[src/rtl/hash_table_pkg.sv]
`default_nettype none
// ============================================================================
//  Module      : hash_table_pkg
//  Description : Shared widths, command/status codes and the slot-state type
//                for the probing hash-table storage engine.
//  Revision    : 1.0 - initial release
// ============================================================================
package hash_table_pkg;

    localparam int KEY_W = 4;
    localparam int VAL_W = 4;
    localparam int IDX_W = 3;

    // Command codes carried on cmd
    localparam logic [1:0] CMD_LOOKUP = 2'd0;
    localparam logic [1:0] CMD_INSERT = 2'd1;
    localparam logic [1:0] CMD_DELETE = 2'd2;
    localparam logic [1:0] CMD_CLEAR  = 2'd3;

    // Result codes carried on status
    localparam logic [1:0] ST_OK        = 2'd0;
    localparam logic [1:0] ST_NOT_FOUND = 2'd1;
    localparam logic [1:0] ST_FULL      = 2'd2;
    localparam logic [1:0] ST_BUSY      = 2'd3;

    // Per-slot occupancy. A tombstone keeps probe chains intact after a
    // delete while still being reusable by a later insert.
    typedef enum logic [1:0] {
        SLOT_EMPTY = 2'd0,
        SLOT_USED  = 2'd1,
        SLOT_TOMB  = 2'd2
    } slot_state_t;

endpackage : hash_table_pkg
`default_nettype wire

[src/rtl/probing_mem_slots.sv]
`default_nettype none
// ============================================================================
//  Module      : probing_mem_slots
//  Description : Slot register array for the probing table. One asynchronous
//                combinational read port, one synchronous write port and a
//                synchronous global clear that empties every slot at once.
//  Ports       : clk, rst        - clock, async active-high reset (all EMPTY)
//                i_clear         - mark every slot EMPTY on this edge
//                i_ridx          - read index; o_rstate/o_rkey/o_rval
//                i_we, i_widx    - write enable and index
//                i_wstate/i_wkey/i_wval - data written to slot i_widx
//  Revision    : 1.0 - initial release
// ============================================================================
module probing_mem_slots
    import hash_table_pkg::*;
#(
    parameter int KEY_W = hash_table_pkg::KEY_W,
    parameter int VAL_W = hash_table_pkg::VAL_W,
    parameter int IDX_W = hash_table_pkg::IDX_W
) (
    input  logic              clk,
    input  logic              rst,
    input  logic              i_clear,
    input  logic [IDX_W-1:0]  i_ridx,
    output slot_state_t       o_rstate,
    output logic [KEY_W-1:0]  o_rkey,
    output logic [VAL_W-1:0]  o_rval,
    input  logic              i_we,
    input  logic [IDX_W-1:0]  i_widx,
    input  slot_state_t       i_wstate,
    input  logic [KEY_W-1:0]  i_wkey,
    input  logic [VAL_W-1:0]  i_wval
);

    localparam int c_depth = 2 ** IDX_W;

    slot_state_t      r_state [c_depth];
    logic [KEY_W-1:0] r_key   [c_depth];
    logic [VAL_W-1:0] r_val   [c_depth];

    // Clear only needs to touch the occupancy; stale key/value bits behind
    // an EMPTY slot are never observed.
    always_ff @(posedge clk or posedge rst) begin
        if (rst) begin
            for (int i = 0; i < c_depth; i++) begin
                r_state[i] <= SLOT_EMPTY;
                r_key[i]   <= '0;
                r_val[i]   <= '0;
            end
        end else if (i_clear) begin
            for (int i = 0; i < c_depth; i++) begin
                r_state[i] <= SLOT_EMPTY;
            end
        end else if (i_we) begin
            r_state[i_widx] <= i_wstate;
            r_key[i_widx]   <= i_wkey;
            r_val[i_widx]   <= i_wval;
        end
    end

    assign o_rstate = r_state[i_ridx];
    assign o_rkey   = r_key[i_ridx];
    assign o_rval   = r_val[i_ridx];

endmodule : probing_mem_slots
`default_nettype wire

[src/rtl/probing_mem_table.sv]
`default_nettype none
// ============================================================================
//  Module      : probing_mem_table
//  Description : 8-entry key/value store with open addressing and linear
//                probing. Runs LOOKUP / INSERT / DELETE / CLEAR, examining one
//                slot per cycle starting at the supplied hash.
//  Ports       : clk, rst  - clock, async active-high reset (table cleared)
//                hash      - first slot to probe (sampled on accept)
//                key, val  - request key and insert value (sampled on accept)
//                cmd       - 0 LOOKUP, 1 INSERT, 2 DELETE, 3 CLEAR
//                go        - request strobe; one operation per high period
//                status    - 0 OK, 1 NOT_FOUND, 2 FULL, 3 BUSY
//                out       - result value
//  Revision    : 1.0 - initial release
// ============================================================================
module probing_mem_table
    import hash_table_pkg::*;
#(
    parameter int KEY_W = hash_table_pkg::KEY_W,
    parameter int VAL_W = hash_table_pkg::VAL_W,
    parameter int IDX_W = hash_table_pkg::IDX_W
) (
    input  logic              clk,
    input  logic              rst,
    input  logic [IDX_W-1:0]  hash,
    input  logic [KEY_W-1:0]  key,
    input  logic [VAL_W-1:0]  val,
    input  logic [1:0]        cmd,
    input  logic              go,
    output logic [1:0]        status,
    output logic [VAL_W-1:0]  out
);

    // START is a single cycle that raises BUSY and loads the probe pointer,
    // so the k-th probe's result appears k edges after BUSY.
    typedef enum logic [1:0] {
        S_IDLE  = 2'd0,
        S_START = 2'd1,
        S_PROBE = 2'd2
    } fsm_t;

    localparam logic [IDX_W-1:0] c_last_n = {IDX_W{1'b1}};

    fsm_t             r_state, w_state_nxt;
    logic             r_armed;
    logic [IDX_W-1:0] r_hash;
    logic [KEY_W-1:0] r_key;
    logic [VAL_W-1:0] r_val;
    logic [1:0]       r_cmd;
    logic [IDX_W-1:0] r_p, w_p_nxt;
    logic [IDX_W-1:0] r_n, w_n_nxt;
    logic             r_tomb_seen, w_tomb_seen_nxt;
    logic [IDX_W-1:0] r_tomb_idx, w_tomb_idx_nxt;
    logic [1:0]       r_status, w_status_nxt;
    logic [VAL_W-1:0] r_out, w_out_nxt;

    logic             w_accept;
    logic             w_clear;
    logic             w_we;
    logic [IDX_W-1:0] w_widx;
    slot_state_t      w_wstate;
    logic [KEY_W-1:0] w_wkey;
    logic [VAL_W-1:0] w_wval;

    slot_state_t      w_rstate;
    logic [KEY_W-1:0] w_rkey;
    logic [VAL_W-1:0] w_rval;

    logic             w_hit;
    logic             w_empty;
    logic             w_is_tomb;
    logic             w_last;
    logic [IDX_W-1:0] w_ins_idx;

    probing_mem_slots #(
        .KEY_W (KEY_W),
        .VAL_W (VAL_W),
        .IDX_W (IDX_W)
    ) u_slots (
        .clk      (clk),
        .rst      (rst),
        .i_clear  (w_clear),
        .i_ridx   (r_p),
        .o_rstate (w_rstate),
        .o_rkey   (w_rkey),
        .o_rval   (w_rval),
        .i_we     (w_we),
        .i_widx   (w_widx),
        .i_wstate (w_wstate),
        .i_wkey   (w_wkey),
        .i_wval   (w_wval)
    );

    assign w_accept  = (r_state == S_IDLE) && go && r_armed;
    assign w_hit     = (w_rstate == SLOT_USED) && (w_rkey == r_key);
    assign w_empty   = (w_rstate == SLOT_EMPTY);
    assign w_is_tomb = (w_rstate == SLOT_TOMB);
    // r_n counts slots already examined; the current one is the last when
    // every other slot has been seen.
    assign w_last    = (r_n == c_last_n);
    // Inserts prefer the earliest tombstone on the chain over later slots.
    assign w_ins_idx = r_tomb_seen ? r_tomb_idx : r_p;

    always_comb begin
        w_state_nxt     = r_state;
        w_status_nxt    = r_status;
        w_out_nxt       = r_out;
        w_p_nxt         = r_p;
        w_n_nxt         = r_n;
        w_tomb_seen_nxt = r_tomb_seen;
        w_tomb_idx_nxt  = r_tomb_idx;
        w_clear         = 1'b0;
        w_we            = 1'b0;
        w_widx          = r_p;
        w_wstate        = SLOT_USED;
        w_wkey          = r_key;
        w_wval          = r_val;

        case (r_state)
            S_IDLE: begin
                if (w_accept) begin
                    w_state_nxt = S_START;
                end
            end

            S_START: begin
                w_status_nxt    = ST_BUSY;
                w_p_nxt         = r_hash;
                w_n_nxt         = '0;
                w_tomb_seen_nxt = 1'b0;
                w_state_nxt     = S_PROBE;
            end

            S_PROBE: begin
                w_p_nxt = r_p + 1'b1;
                w_n_nxt = r_n + 1'b1;
                case (r_cmd)
                    CMD_LOOKUP: begin
                        if (w_hit) begin
                            w_status_nxt = ST_OK;
                            w_out_nxt    = w_rval;
                            w_state_nxt  = S_IDLE;
                        end else if (w_empty || w_last) begin
                            w_status_nxt = ST_NOT_FOUND;
                            w_out_nxt    = '0;
                            w_state_nxt  = S_IDLE;
                        end
                    end

                    CMD_INSERT: begin
                        if (w_hit) begin
                            w_we         = 1'b1;
                            w_status_nxt = ST_OK;
                            w_out_nxt    = r_val;
                            w_state_nxt  = S_IDLE;
                        end else if (w_empty) begin
                            w_we         = 1'b1;
                            w_widx       = w_ins_idx;
                            w_status_nxt = ST_OK;
                            w_out_nxt    = r_val;
                            w_state_nxt  = S_IDLE;
                        end else begin
                            if (w_is_tomb && !r_tomb_seen) begin
                                w_tomb_seen_nxt = 1'b1;
                                w_tomb_idx_nxt  = r_p;
                            end
                            if (w_last) begin
                                w_state_nxt = S_IDLE;
                                // The current slot may itself be the only
                                // tombstone on the whole chain.
                                if (r_tomb_seen || w_is_tomb) begin
                                    w_we         = 1'b1;
                                    w_widx       = w_ins_idx;
                                    w_status_nxt = ST_OK;
                                    w_out_nxt    = r_val;
                                end else begin
                                    w_status_nxt = ST_FULL;
                                    w_out_nxt    = '0;
                                end
                            end
                        end
                    end

                    CMD_DELETE: begin
                        if (w_hit) begin
                            w_we         = 1'b1;
                            w_wstate     = SLOT_TOMB;
                            w_wval       = w_rval;
                            w_status_nxt = ST_OK;
                            w_out_nxt    = w_rval;
                            w_state_nxt  = S_IDLE;
                        end else if (w_empty || w_last) begin
                            w_status_nxt = ST_NOT_FOUND;
                            w_out_nxt    = '0;
                            w_state_nxt  = S_IDLE;
                        end
                    end

                    default: begin
                        w_clear      = 1'b1;
                        w_status_nxt = ST_OK;
                        w_out_nxt    = '0;
                        w_state_nxt  = S_IDLE;
                    end
                endcase
            end

            default: begin
                w_state_nxt = S_IDLE;
            end
        endcase
    end

    always_ff @(posedge clk or posedge rst) begin
        if (rst) begin
            r_state     <= S_IDLE;
            r_armed     <= 1'b1;
            r_hash      <= '0;
            r_key       <= '0;
            r_val       <= '0;
            r_cmd       <= CMD_LOOKUP;
            r_p         <= '0;
            r_n         <= '0;
            r_tomb_seen <= 1'b0;
            r_tomb_idx  <= '0;
            r_status    <= ST_OK;
            r_out       <= '0;
        end else begin
            r_state     <= w_state_nxt;
            r_p         <= w_p_nxt;
            r_n         <= w_n_nxt;
            r_tomb_seen <= w_tomb_seen_nxt;
            r_tomb_idx  <= w_tomb_idx_nxt;
            r_status    <= w_status_nxt;
            r_out       <= w_out_nxt;
            // Re-arm whenever go is low so a held strobe runs only once.
            r_armed     <= ~go | (r_armed & ~w_accept);
            if (w_accept) begin
                r_hash <= hash;
                r_key  <= key;
                r_val  <= val;
                r_cmd  <= cmd;
            end
        end
    end

    assign status = r_status;
    assign out    = r_out;

endmodule : probing_mem_table
`default_nettype wire

[config.mk]
export PLATFORM = sky130hd
export DESIGN_NAME = probing_mem_table
export DESIGN_NICKNAME = d
export VERILOG_FILES = /design/src/rtl/hash_table_pkg.sv /design/src/rtl/probing_mem_slots.sv /design/src/rtl/probing_mem_table.sv
export SDC_FILE = /design/constraint.sdc
export NUM_CORES = 1
export LEC_CHECK = 0
export CORE_ASPECT_RATIO = 1.75
export CORE_MARGIN = 4
export CORE_UTILIZATION = 61
export CTS_CLUSTER_DIAMETER = 150
export DETAILED_ROUTE_END_ITERATION = 16
export PLACE_DENSITY_LB_ADDON = 0.08
export SLEW_MARGIN = 20
export SYNTH_ARGS = -nofsm -noshare
export SYNTH_HDL_FRONTEND = slang
export SYNTH_SLANG_ARGS = --single-unit
[constraint.sdc]
create_clock -name clk -period 5.1 [get_ports clk]
set_input_delay 1.275 -clock clk [delete_from_list [all_inputs] [get_ports clk]]
set_output_delay 1.275 -clock clk [all_outputs]
set_load 0.02 [all_outputs]
* Yosys cells after proc, flatten, opt, wreduce, memory -nomap -nowiden
Index checks and enable logic that the tools add are counted.
W data, S select, Z words.
** Word-level totals
- Flip-flop bits (word level) :: 112
- Input port bits :: 16
- Output and inout port bits :: 6
- Word-level logic and storage cells :: 158
** Cells by class
- Add/sub/neg operators :: 2
- Bitwise gates (word level) :: 9
- Eq/ne operators :: 17
- Reduce and logical (&&, ||, !) cells :: 21
- Mux-type cells :: 70
- Magnitude comparators :: 3
** Operator list (count)
- $bwmux W32 :: 2
- $mux W4 :: 14
- $mux W2 :: 18
- $mux W16 :: 2
- $bmux W4 S3 :: 2
- $mux W3 :: 7
- $bwmux W16 :: 1
- $demux W4 S3 :: 1
- $mux W1 :: 12
- $pmux W2 S2 :: 3
- $pmux W3 S2 :: 2
- $reduce_and A5 Y1 :: 2
- $reduce_and A3 Y1 :: 3
- $ge A4 B4 Y1 const B :: 2
- $ne A2 B2 Y1 const B :: 4
- $ne A4 B4 Y1 const B :: 2
- $not A3 Y4 :: 2
- $pmux W4 S2 :: 1
- $add A3 B1 Y3 const B :: 2
- $bmux W2 S3 :: 1
- $demux W2 S3 :: 1
- $eq A2 B1 Y1 const B :: 3
- $eq A2 B2 Y1 const B :: 3
- $logic_not A2 Y1 :: 3
- 18 further kinds :: 29

* Depth between registers and ports, before layout
- Depth after elaboration :: 20
- Mapped depth :: 13
- Gate-level depth less buffers :: 8

* Cells and area by module
A second synthesis with hierarchy kept.
** Unflattened totals
- Cell total of the unflattened synthesis :: 414
- Area, all modules :: 5689.2 sq um
** By module, submodules not included
- probing_mem_slots :: sequential area each 2001.9 sq um, cells an instance 245, times used 1, area each 3816.2 sq um
- probing_mem_table :: sequential area each 802.0 sq um, cells an instance 169, times used 1, area each 1873.0 sq um

* Worst setup path after synthesis
No wires, ideal clock.
- Path type :: register to register
- From :: register r_p[0]
- To :: register u_slots.r_key[0] in the netlist's numbering
- Path buffers :: 2
- Cell stages (with the launch flop) :: 11
- Data required time :: 4.975 ns
- Setup slack :: 2.053 ns
- Setup time :: 0.125 ns
- Arrival time :: 2.922 ns
- Clock period less this slack :: 3.047 ns
- Path through :: dfrtp_1 -> mux4_1 -> nand3b_1 -> o21ai_1 -> o221ai_1 -> o31a_1 -> buf_6 -> mux2_4 -> or3_1 -> buf_6 -> mux2_4
** Between the ends
- Longest elaborated chain between the ends :: 18
- Elaborated cells on any way between the ends :: 35
- Those cells by class :: order compare: 2; eq/ne: 3; mux: 23; bitwise: 2; reduce/logical: 5
** RTL lines
- start, declared :: line probing_mem_table.sv:50 : logic [IDX_W-1:0] r_p, w_p_nxt;
- start signal, assigned :: line probing_mem_table.sv:230 : r_p <= w_p_nxt;
- $not A3 Y4 (implied by the code) :: line probing_mem_slots.sv:61, probing_mem_slots.sv:62
- $bmux W2 S3 :: line probing_mem_slots.sv:61 : assign o_rstate = r_state[i_ridx];
- $mux W2 (implied by the code) (2 in series) :: line probing_mem_slots.sv:61
- $eq A2 B2 Y1 :: line probing_mem_table.sv:97 : assign w_is_tomb = (w_rstate == SLOT_TOMB);
- $logic_or A1 B1 Y1 :: line probing_mem_table.sv:171 : if (r_tomb_seen || w_is_tomb) begin
- $mux W3 :: line probing_mem_table.sv:171
- $mux W3 :: line probing_mem_table.sv:167 : if (w_last) begin
- $mux W3 :: line probing_mem_table.sv:156 : end else if (w_empty) begin
- $mux W3 :: line probing_mem_table.sv:151 : if (w_hit) begin
- $mux W3 :: line probing_mem_table.sv:137 : case (r_cmd)
- $mux W3 :: line probing_mem_table.sv:119 : case (r_state)
- $not A3 Y4 (implied by the code) :: line probing_mem_slots.sv:56 : r_key[i_widx] <= i_wkey;
- $ge A4 B4 Y1 (implied by the code) / $lt A4 B1 Y1 (equally long branches) :: line probing_mem_slots.sv:56
- $logic_and A1 B1 Y1 (implied by the code) :: line probing_mem_slots.sv:56
- $mux W4 (implied by the code) :: line probing_mem_slots.sv:56
- $demux W4 S3 :: line probing_mem_slots.sv:56
- $bwmux W32 :: line probing_mem_slots.sv:56
- end signal, assigned by index :: line probing_mem_slots.sv:56
- end, declared :: line probing_mem_slots.sv:38 : logic [KEY_W-1:0] r_key [c_depth];
Several ways; a longest one is shown, not always the timed one. The select of a mux whose other input is x is not followed.
A chain may end at the register's enable or synchronous reset.

* Worst setup path after layout
- From :: register r_p[1]
- To :: register u_slots.r_key[16] in the netlist's numbering
The elaborated chain is that of the path after synthesis.

==> results_dict.tcl <==
set metrics [dict create \
    fin_tns_setup_ns 0 \
    reg2reg_setup_slack_ns 1.03 \
    fin_cells 582 \
    avgSynthCellArea_um2 13.2 \
    finalHoldViolations 0 \
    synth_largest_area_cell "dfrtp_1" \
    synthCells 443 \
    antenna_left 0 \
    busiest_layer "met2" \
    finalSetupViolCount 0 \
    critPathKind "register to register" \
    p_leak_nw 3.05 \
    netlist_area_mm2 0.00583 \
    drt-initial-drc-count 209 \
    final_nets 482 \
    fmax_mhz 246 \
    grt_max_degree 84 \
    power_density_mw_per_mm2 419 \
    drv_slew 0 \
    area_growth_syn_to_layout_pct 9.86 \
    synth.area.top_cells "dfrtp_1, mux2_2, mux2_4, mux4_2, mux2i_1" \
    critPathCaptureType "register" \
    cts_setup_buffers 0 \
    gp_routability_congestion 0.838 \
    reg2reg_depth 10 \
    grt_pass1_wl_mm 19.4 \
    grt_util_all_layers_pct 23.2 \
    drive_gt1_share_pct 33.0 \
    hold_buffers 0 \
    regArea_mm2 0.00280 \
    maxSlewHeadroom_pct 29.2 \
    hold_depth 2 \
    drc 0 \
    start_kind "register" \
    grt_overflow 0 \
    grt_pass1_vias 3684 \
    cpMostUsedCell "buf_4" \
    via_per_inst 6.10 \
    chipHeight_um 137 \
    status "finished, final reports clean" \
    dp.cells 566 \
    final_area_mm2 0.00640 \
    vias 3549 \
    r2r-start "r_p[1]" \
    numCtsBuffers 9 \
    chipWidth_um 81.9 \
    drv_cap 0 \
    crit_required_ns 5.34 \
    critical_path.cell_chain "buf_4 > mux2i_1 > a22oi_1 > and3_1 > o221ai_1 > nor3_2 > buf_4 > o21ai_1 > or3_1 > mux2_4" \
    cts-root-buf "clkbuf_16" \
    ctsLongestPathBuffers 2 \
    h-tree-depth 3 \
    clk_pin_slew_ns 0.07 \
    min_from "r_armed" \
    coreArea_mm2 0.00941 \
    rows 47 \
    holdPathEnd "r_armed" \
    n_fill_cell 710 \
    grt_util_met1_pct 28.9 \
    met3_usage_pct 3.08 \
    ioPinCount 22 \
    yosys.cell_count.top_type "dfrtp_1" \
    worst_ep_arrival_time_ns 4.31 \
    insertion_delay_ns 0.35 \
    cp_max_fo 20 \
    yosys_register_bits 112 \
    antennaDiodeCount 0 \
    antenna_found_initial 0 \
    post_cts_resize_count 0 \
    r2r-end "u_slots.r_key[16]" \
    port_buffers 21 \
    finalCritPeriodShare_pct 79.8 \
    dieArea_mm2 0.0112 \
    ys_warn_count 0 \
    post_drt_wl_per_cell_um 20.4 \
    yosysSeqAreaShare_pct 48.1 \
    first_pass_iters 4 \
    place_area_mm2 0.00610 \
    hold_class "register to register" \
    async_flop_share_pct 100 \
    worst_pin_slew_ns 1.06 \
    peakVddDrop_mv 0.252 \
    clock_skew_ns 0.0114 \
    rsz0062_at_grt "no" \
    hpwl_mm 8.46 \
    cp_slowest_cell "o21ai_1" \
    met2_usage_pct 40.7 \
    synth_nets 470 \
    multi_input_area_mm2 0.00281 \
    synthDistinctLibCells 47 \
    ys.flop_type "dfrtp_1" \
    drt_wl_total_mm 11.9 \
    initial_core_util_pct 61.9 \
    period_needed_ns 4.07 \
    synth_top_area_share_pct 47.7 \
    clock-sinks 112 \
    cts_tree "built" \
    critPathMaxStageDelay_ns 0.83 \
    synth-edff-count 0 \
    yosys-top-cells-count "dfrtp_1, mux2_2, mux2_4" \
]
power by group:
group / internal (mW) / switching [mW] / total [mW]
registers: 0.988 / 0.134 / 1.12
logic: 0.377 / 0.490 / 0.866
clock network: 0.348 / 0.346 / 0.695
total: 1.71 / 0.970 / 2.68
cells by family (layout without fill, tap and decap cells):
kind of cell,count (synthesis),in the layout,share of synthesized area [%]
AOI/OAI and AO/OA,54,54,6.61
xor gates and xnor gates,2,2,0.301
adders and majority gates,11,11,2.36
buffers and inverters,43,60,3.63
DFF,112,112,48.1
muxes,135,135,30.4
and+or+nand+nor,86,86,8.55
worst max-delay path, delay by kind of cell, from the launching register on:
kind	cells	cell delay (ns)
buffers and inverters	2	0.56
muxes	2	0.60
AOI/OAI and AO/OA	3	1.21
and+or+nand+nor	3	0.94
DFF	1	0.62
worst max-delay path by stage:
stage | from | to | slack, ns | cells after the start
floorplan | rst | out[0] | 0.87 | 1
global placement | r_p[0] | u_slots.r_val[16] | 1.17 | 9
detailed placement | r_p[0] | u_slots.r_val[16] | 1.07 | 9
CTS | r_p[0] | u_slots.r_key[18] | 1.04 | 9
global route | r_p[1] | u_slots.r_key[0] | 0.81 | 10
finish | r_p[1] | u_slots.r_key[16] | 1.03 | 10
registers in the layout (all words and copies together) (netlist names), 2 cells and up:
register         flops
r_n                  3
r_state              2
r_tomb_idx           3
u_slots.r_state     16
status               2
r_hash               3
r_key                4
r_cmd                2
r_p                  3
u_slots.r_key       32
u_slots.r_val       32
r_val                4
out                  4
area by class of cell:
| type | count | area share (%) |
|---|---|---|
| multi-input combinational | 288 | 43.9 |
| clock inverter | 7 | 1.08 |
| clock buffer | 9 | 3.52 |
| sequential | 112 | 43.8 |
| tap | 122 | 2.38 |
| timing repair buffer | 31 | 4.46 |
| inverter | 13 | 0.841 |
per-layer routing:
layer  share of wire, %  wire, µm  vias to the layer above
met3                2.8       331                       12
li1                   -         -                     1639
met5                  0         0                        -
met4                1.4       165                        0
met2                 55      6560                       55
met1                 41      4820                     1843
placed cells by master, fill, tap and decap left out, types with 4 or more instances in the layout:
cell             count
a22o_1               4
mux2_2              74
o221a_2              8
nand2_1             10
and2_1               9
mux4_2               9
nand3_1              8
ha_1                11
nor2b_1              5
buf_4               10
clkdlybuf4s50_1     21
inv_1               12
a22oi_1              7
clkbuf_16            9
mux4_1               5
or3_1                4
dfrtp_1            111
o21ai_0              9
mux2_4              27
nor3_1               5
nor2_1              20
mux2i_1             20
nand3b_1             9
inv_6                4
a21oi_1             12
metrics by stage:
stage	util (%)	setup slack [ns]	power, mW	hold WS [ns]
after floorplan	-	0.868	1.77	0.448
after global placement	64.9	1.17	1.99	0.463
after detailed placement	64.9	1.07	2.00	0.469
after CTS	68.0	1.04	2.70	0.480
after global routing	68.0	0.813	2.83	0.503
final	68.0	1.03	2.68	0.474
Power figures use the tool's default switching activity.
